`src/rtl/paddle_ctrl.sv`:
```
// rtl/paddle_ctrl.sv - keypad-driven Pong paddle, pause and recentre controller
module paddle_ctrl #(
  parameter int POS_W       = 10,
  parameter int POS_MIN     = 0,
  parameter int POS_MAX     = 400,
  parameter int POS_INIT    = 200,
  parameter int STEP        = 4,
  parameter int STEP_DIV    = 250000,
  parameter int HOLD_CYCLES = 4096
) (
  input  logic             clk,
  input  logic             rst,
  input  logic [3:0]       keycode,
  input  logic             key_pressed,
  output logic [POS_W-1:0] p1_y,
  output logic [POS_W-1:0] p2_y,
  output logic             paused,
  output logic             pause_pulse,
  output logic             recentre_pulse
);

  // Key slots: P1 up, P1 down, P2 up, P2 down, pause, recentre.
  localparam int NKEYS = 6;
  localparam int K_P1U = 0;
  localparam int K_P1D = 1;
  localparam int K_P2U = 2;
  localparam int K_P2D = 3;
  localparam int K_PAU = 4;
  localparam int K_REC = 5;

  localparam int TW = $clog2(HOLD_CYCLES + 1);
  localparam int CW = (STEP_DIV > 2) ? $clog2(STEP_DIV) : 1;

  // Position arithmetic one bit wider so up/down limits never wrap.
  localparam logic [POS_W:0] MIN_E    = (POS_W + 1)'(POS_MIN);
  localparam logic [POS_W:0] MAX_E    = (POS_W + 1)'(POS_MAX);
  localparam logic [POS_W:0] STEP_E   = (POS_W + 1)'(STEP);
  localparam logic [POS_W:0] LIM_UP   = (POS_W + 1)'(POS_MIN + STEP);
  localparam logic [POS_W:0] LIM_DN   = (POS_W + 1)'(POS_MAX - STEP);
  localparam logic [POS_W-1:0] INIT_Y = POS_W'(POS_INIT);

  function automatic logic [3:0] key_code(input int k);
    case (k)
      K_P1U:   key_code = 4'd1;
      K_P1D:   key_code = 4'd7;
      K_P2U:   key_code = 4'd10;
      K_P2D:   key_code = 4'd12;
      K_PAU:   key_code = 4'd14;
      default: key_code = 4'd15;
    endcase
  endfunction

  function automatic logic [POS_W-1:0] step_pos(input logic [POS_W-1:0] y,
                                                input logic up, input logic dn);
    logic [POS_W:0] ye;
    logic [POS_W:0] r;
    ye = {1'b0, y};
    r  = ye;
    if (up && !dn) begin
      r = (ye < LIM_UP) ? MIN_E : ye - STEP_E;
    end else if (dn && !up) begin
      r = (ye > LIM_DN) ? MAX_E : ye + STEP_E;
    end
    step_pos = POS_W'(r);
  endfunction

  logic [TW-1:0]    timer_q [NKEYS];
  logic [TW-1:0]    timer_d [NKEYS];
  logic [NKEYS-1:0] held;
  logic [NKEYS-1:0] held_prev_q;
  logic [NKEYS-1:0] rise;
  logic [CW-1:0]    cnt_q, cnt_d;
  logic             tick;
  logic [POS_W-1:0] p1_q, p1_d, p2_q, p2_d;
  logic             paused_q, paused_d;
  logic             pause_pulse_q, pause_pulse_d;
  logic             recentre_pulse_q, recentre_pulse_d;

  // Hold timers bridge the scanner's gaps: reload on a matching sample, otherwise run down.
  always_comb begin
    for (int k = 0; k < NKEYS; k++) begin
      timer_d[k] = timer_q[k];
      if (key_pressed && (keycode == key_code(k))) begin
        timer_d[k] = TW'(HOLD_CYCLES);
      end else if (timer_q[k] != '0) begin
        timer_d[k] = timer_q[k] - 1'b1;
      end
      held[k] = (timer_q[k] != '0);
      rise[k] = held[k] & ~held_prev_q[k];
    end
  end

  // Step tick divider runs freely, independent of pause and recentre.
  always_comb begin
    tick  = (cnt_q == CW'(STEP_DIV - 1));
    cnt_d = tick ? '0 : cnt_q + 1'b1;
  end

  // Paddle motion, pause toggle and recentre; recentre overrides a coincident tick.
  always_comb begin
    p1_d             = p1_q;
    p2_d             = p2_q;
    paused_d         = paused_q ^ rise[K_PAU];
    pause_pulse_d    = rise[K_PAU];
    recentre_pulse_d = rise[K_REC];
    if (rise[K_REC]) begin
      p1_d = INIT_Y;
      p2_d = INIT_Y;
    end else if (tick && !paused_q) begin
      p1_d = step_pos(p1_q, held[K_P1U], held[K_P1D]);
      p2_d = step_pos(p2_q, held[K_P2U], held[K_P2D]);
    end
  end

  // State registers with asynchronous reset.
  always_ff @(posedge clk or posedge rst) begin
    if (rst) begin
      for (int k = 0; k < NKEYS; k++) begin
        timer_q[k] <= '0;
      end
      held_prev_q      <= '0;
      cnt_q            <= '0;
      p1_q             <= INIT_Y;
      p2_q             <= INIT_Y;
      paused_q         <= 1'b0;
      pause_pulse_q    <= 1'b0;
      recentre_pulse_q <= 1'b0;
    end else begin
      for (int k = 0; k < NKEYS; k++) begin
        timer_q[k] <= timer_d[k];
      end
      held_prev_q      <= held;
      cnt_q            <= cnt_d;
      p1_q             <= p1_d;
      p2_q             <= p2_d;
      paused_q         <= paused_d;
      pause_pulse_q    <= pause_pulse_d;
      recentre_pulse_q <= recentre_pulse_d;
    end
  end

  assign p1_y           = p1_q;
  assign p2_y           = p2_q;
  assign paused         = paused_q;
  assign pause_pulse    = pause_pulse_q;
  assign recentre_pulse = recentre_pulse_q;

endmodule

```
`config.mk`:
```
export PLATFORM = sky130hd
export DESIGN_NAME = paddle_ctrl
export DESIGN_NICKNAME = d
export VERILOG_FILES = /design/src/rtl/paddle_ctrl.sv
export SDC_FILE = /design/constraint.sdc
export NUM_CORES = 1
export LEC_CHECK = 0
export ABC_AREA = 0
export CORE_AREA = 2 2 96 135
export CTS_CLUSTER_DIAMETER = 150
export DETAILED_ROUTE_END_ITERATION = 8
export DIE_AREA = 0 0 98 137
export GPL_ROUTABILITY_DRIVEN = 0
export GPL_TIMING_DRIVEN = 0
export PLACE_DENSITY = 0.72
export SYNTH_ARGS = -nofsm -noshare
export SYNTH_HDL_FRONTEND = slang
export SYNTH_SLANG_ARGS = --single-unit
```
`constraint.sdc`:
```
create_clock -name clk -period 3.9 [get_ports clk]
set_input_delay 0.78 -clock clk [delete_from_list [all_inputs] [get_ports clk]]
set_output_delay 0.78 -clock clk [all_outputs]
set_load 0.005 [all_outputs]
```
# After elaboration in Yosys (flattened, before gate mapping)
# Index checks and enable logic that the tools add are counted.
[word_totals]
reg_bits = 125
in_bits = 7
output_inout_bits = 23
wordCells = 98
[classes]
addsub = 11
order_cmp = 4
eq_ne = 7
mux = 25
n_bitwise = 5
reduce_logical = 33
[op_table]
columns = ["cell", "n"]
rows = [
  ["$mux W13", 12],
  ["$mux W10", 12],
  ["$reduce_bool A13 Y1", 6],
  ["$sub A13 B1 Y13 const B", 6],
  ["$add A10 B3 Y10 const B", 2],
  ["$gt A10 B9 Y1 const B", 2],
  ["$lt A10 B3 Y1 const B", 2],
  ["$sub A10 B3 Y10 const B", 2],
  ["$add A18 B1 Y18 const B", 1],
  ["$eq A18 B18 Y1 const B", 1],
  ["$mux W18", 1],
  ["$eq A4 B4 Y1 const B", 4],
  ["$reduce_bool A2 Y1", 7],
  ["$logic_and A1 B1 Y1", 11],
  ["$reduce_bool A3 Y1", 2],
  ["$logic_not A1 Y1", 5],
  ["$eq A4 B1 Y1 const B", 1],
  ["$eq A4 B3 Y1 const B", 1],
  ["$reduce_and A2 Y1", 2],
  ["$and A1 B1 Y1", 2],
  ["$not A1 Y1", 2],
  ["$xor A1 B1 Y1", 1],
]

# Longest topological paths before layout
[logic_depth]
depth_word = 7
depth_mapped = 9
depth_no_buf = 8

# Least setup slack after synthesis
# Ideal clock, no wire load.
[synth_timing]
kind = "reg2reg"
from = "register cnt_q[8]"
to = "register p1_q[2] (netlist: p1_y[2])"
setup_ps = 92
t_arrival_ps = 2240
required_ps = 3808
path_slack_ps = 1568
path_stages_with_launch = 7
path_buffers = 1
period_less_slack_ps = 2332
path_cell_list = "dfrtp_1 > or4b_1 > or4_1 > or3_1 > buf_2 > or3_4 > o31ai_2"
[synth_via]
elab_chain_cells = 4
[synth_rtl]
columns = ["item", "line_no", "source"]
rows = [
  ["from (decl)", "72", "logic [CW-1:0] cnt_q, cnt_d;"],
  ["from (signal assigned)", "133", "cnt_q <= cnt_d;"],
  ["$eq A18 B18 Y1", "95", "tick = (cnt_q == CW'(STEP_DIV - 1));"],
  ["$logic_and A1 B1 Y1", "109", "end else if (tick && !paused_q) begin"],
  ["$reduce_bool A2 Y1 (no source line)", "n/a", ""],
  ["$reduce_and A2 Y1 (no source line)", "n/a", ""],
  ["to (signal assigned)", "134", "p1_q <= p1_d;"],
  ["to (decl)", "74", "logic [POS_W-1:0] p1_q, p1_d, p2_q, p2_d;"],
]
# Every way passes these cells.
# A chain may end at the register's enable or synchronous reset.

# Final worst setup path
[layout_timing]
from = "register timer_q[0] (netlist name)"
to = "register p1_q[8] (netlist: p1_y[8])"
[layout_via]
elab_chain_cells = 4
word_cells_on_any_way = 6
classes_between = "mux: 1; bitwise: 1; reduce/logical: 4"
[layout_rtl]
columns = ["item", "line_no", "source"]
rows = [
  ["from (decl)", "67", "logic [TW-1:0] timer_q [NKEYS];"],
  ["from (signal, indexed assignment)", "130", "timer_q[k] <= timer_d[k];"],
  ["$reduce_bool A13 Y1 (*)", "88", "held[k] = (timer_q[k] != '0);"],
  ["$and A1 B1 Y1 (*)", "89", "rise[k] = held[k] & ~held_prev_q[k];"],
  ["net recentre_pulse_d", "77", "logic recentre_pulse_q, recentre_pulse_d;"],
  ["$reduce_bool A3 Y1 (no source line) / $reduce_bool A2 Y1 (equally long branches)", "n/a", ""],
  ["$reduce_and A2 Y1 (no source line)", "n/a", ""],
]
# Mark *: on every way through the listed nets, which the timed path passes. The rest lies on a longest branch.

==> key figures <==
Power
  – PwrDens: 628.6 nW/um2
  – Total power: 0.004816 W
  – Worst VDD drop: 0.0003917 V
  – Leakage power: 3.137 nW

Global routing
  – Total GRT Usage: 22.20%
  – Grt total ovfl: 0
  – Initial antenna violation count: 0
  – First-pass GRT wire length: 24,510 um
  – Largest net degree at the start of global routing: 69
  – Vias in the first global route: 5,502

Timing
  – Slew headroom: 24.48%
  – Hold Slack: 441.3 ps
  – Final worst slack: 775.1 ps
  – Worst Tran Pin Value: 1122 ps
  – Final min period: 3125 ps
  – Final hold violation count: 0
  – Final setup fails: 0
  – Setup TNS: 0 ps
  – RSZ-0062 raised after global routing: false
  – Max-slew violations: 0
  – Tcrit/Tclk final: 80.12%
  – Worst Skew: 7.698 ps
  – Max Freq: 320.0 MHz

Worst setup path
  – Critical Path RT: 4250 ps
  – CP endpoint kind: flop
  – CP max stage cell: nor3_1
  – Arr. time, crit path: 3470 ps
  – CP startpoint kind: flop
  – Crit path buf inv count: 2
  – Max incr delay on CP: 590 ps
  – Most frequent CP cell: inv_1
  – Setup Crit Path Kind: reg -> reg
  – Crit path max fanout: 10
  – Critical-path cell list: inv_1 -> ha_1 -> nor4b_1 -> nand3_1 -> nand2b_1 -> inv_1 -> nor3_1 -> a22o_1
  – CP delay by family, top: simple AND/OR/NAND/NOR gates

Clock tree
  – CTS buffer count: 17
  – H-tree depth: 4
  – CTS tree: yes
  – CTS max path bufs: 2
  – CTS Sinks: 117
  – Clock-pin slew on the worst setup and hold paths: 60 ps
  – Post-CTS Setup Bufs: 0
  – Clk Latency, worst-skew pair: 410 ps
  – Post-CTS Hold Buffers: 0
  – Clock Root Buffer: clkbuf_16
  – Resized Gates After CTS: 0

Synth
  – Dominant cell type by area after synthesis: dfrtp_1
  – Post-synth top cells: dfrtp_1, nor2_1, xnor2_1
  – Post-synth ARST share: 100.0%
  – Post-synth top area share: 42.31%
  – Ys flop type: dfrtp_1
  – Seq/Total Area, Yosys: 44.71%
  – Syn avg cell area: 9.339 um2
  – Synth Cell Area: 6565 um2
  – Top cells by area, synth: dfrtp_1, nor2_1, xnor2_1
  – Post-synth EDFFs: 0
  – Number of synthesized register bits: 117
  – Synthesized netlist cell count: 703
  – Most numerous cell in the Yosys netlist: dfrtp_1
  – Synth cell types: 61
  – YS warnings: 0

Floorplanning
  – Width of the die: 98 um
  – Full die area: 13,430 um2
  – # IOs: 30
  – Die Y: 137 um
  – Row count: 48
  – Core footprint: 12,190 um2
  – Starting density of the core: 53.85%

Route
  – Via count: 5,424
  – Initial drt markers: 321
  – Drt total wl: 14,200 um
  – Vias/cell: 5.934
  – Post-DRT Antenna Nets: 0
  – DR WL/cell: 15.54 um
  – DR DRC count: 0
  – Pre-antenna DRT Iters: 5

Finish
  – Fraction of layout cells with a size suffix above 1: 7.068%
  – Nets@finish: 774
  – Layout area overhead: 16.70%
  – ANT cells: 0

Placed design
  – IO Port Bufs: 25
  – Hpwl dp: 9712 um
  – Pre-CTS WS: 848.2 ps

Job
  – Max Cap Violations: 0

Status
  – Status: complete, no violations

Hold path
  – Min-Delay Path Class: reg -> reg
==> placed cells by master (no fill, tap or decap), drive strengths merged, types with 4 or more instances in the layout <==
master	count
or4	10
nand3	27
nor4b	8
clkinv	4
xnor2	42
o31ai	4
a21o	7
o211ai	4
a31oi	5
a211o	5
xor2	35
a21oi	29
or3	24
nand2	30
or4b	5
nor3b	4
nor2	102
conb	4
o21ai	15
and3	9
ha	16
nand2b	13
buf	6
mux2i	5
nor3	18
nand3b	6
clkdlybuf4s50	25
a211oi	8
a2111oi	4
dfstp	6
inv	32
clkbuf	46
nor4	29
dfrtp	111
nand4b	7
nand4	13
==> power by group <==
part	leakage, nW	internal, W	switching [W]	total (W)
combinational	1.40	0.000568	0.000631	0.00120
sequential	1.45	0.00160	0.000403	0.00201
clock	0.291	0.00103	0.000581	0.00161
total	3.14	0.00320	0.00161	0.00482
==> through the flow <==
step	instances	instance area, um2	util (%)
after floorplan	706	6576	-
after global placement	881	7014	57.53
after detailed placement	882	7044	57.78
after CTS	914	7661	62.84
after global routing	914	7661	62.84
final	914	7661	62.84
==> kinds of logic after synthesis <==
logic type | count (synthesis) | synth area share [%]
compound gates | 104 | 10.79
flops | 117 | 44.71
other cells | 1 | 0.05712
buf+inv | 61 | 3.735
mux | 5 | 0.7624
simple gates | 322 | 26.63
xor+xnor | 77 | 10.27
fa+ha+maj | 16 | 3.049
==> worst register-to-register path, delay by kind of cell (launching register included) <==
kind / cells / cell delay [ps]
AOI/OAI and AO/OA: 1 / 220
adders and majority gates: 1 / 200
buffers and inverters: 2 / 320
DFF: 1 / 420
and+or+nand+nor: 4 / 1890
==> routing by layer <==
layer	vias up	part of all wire (%)	routed length, um	global-route usage (%)
met4	0	1.6	230	9.414
met2	133	53	7457	39.50
met1	2657	42	6008	25.81
li1	2612	-	-	-
met3	22	3.5	504	4.852
met5	-	0	0	0
==> layout make-up <==
class,count,area [um2]
fill,1010,4531
multi-input combinational,528,3396
inverter,29,111.4
tap,150,187.7
buffer,32,136.4
clock inverter,13,173.9
timing repair buffer,26,277.8
sequential,117,2935
clock buffer,19,442.9
==> state kept, by name (all words and copies together) (netlist names) <==
signal,cells
timer_q,78
held_prev_q,2
cnt_q,18
p1_y,8
paused,1
pause_pulse,1
p2_y,8
recentre_pulse,1
==> path summary, 6_finish.rpt <==
kind	start	endpoint	slack [ps]	cells past startpoint
worst max-delay path	timer_q[0]	p1_y[8]	780	8
worst min-delay path	held_prev_q[4]	pause_pulse	440	1
worst min register to register	held_prev_q[4]	pause_pulse	440	1
min in group asynchronous	rst	timer_q[21]	800	2
worst max register to register	timer_q[0]	p1_y[8]	780	8
max in group asynchronous	rst	p1_y[7]	2300	3
(Power assumes the default switching activity.)
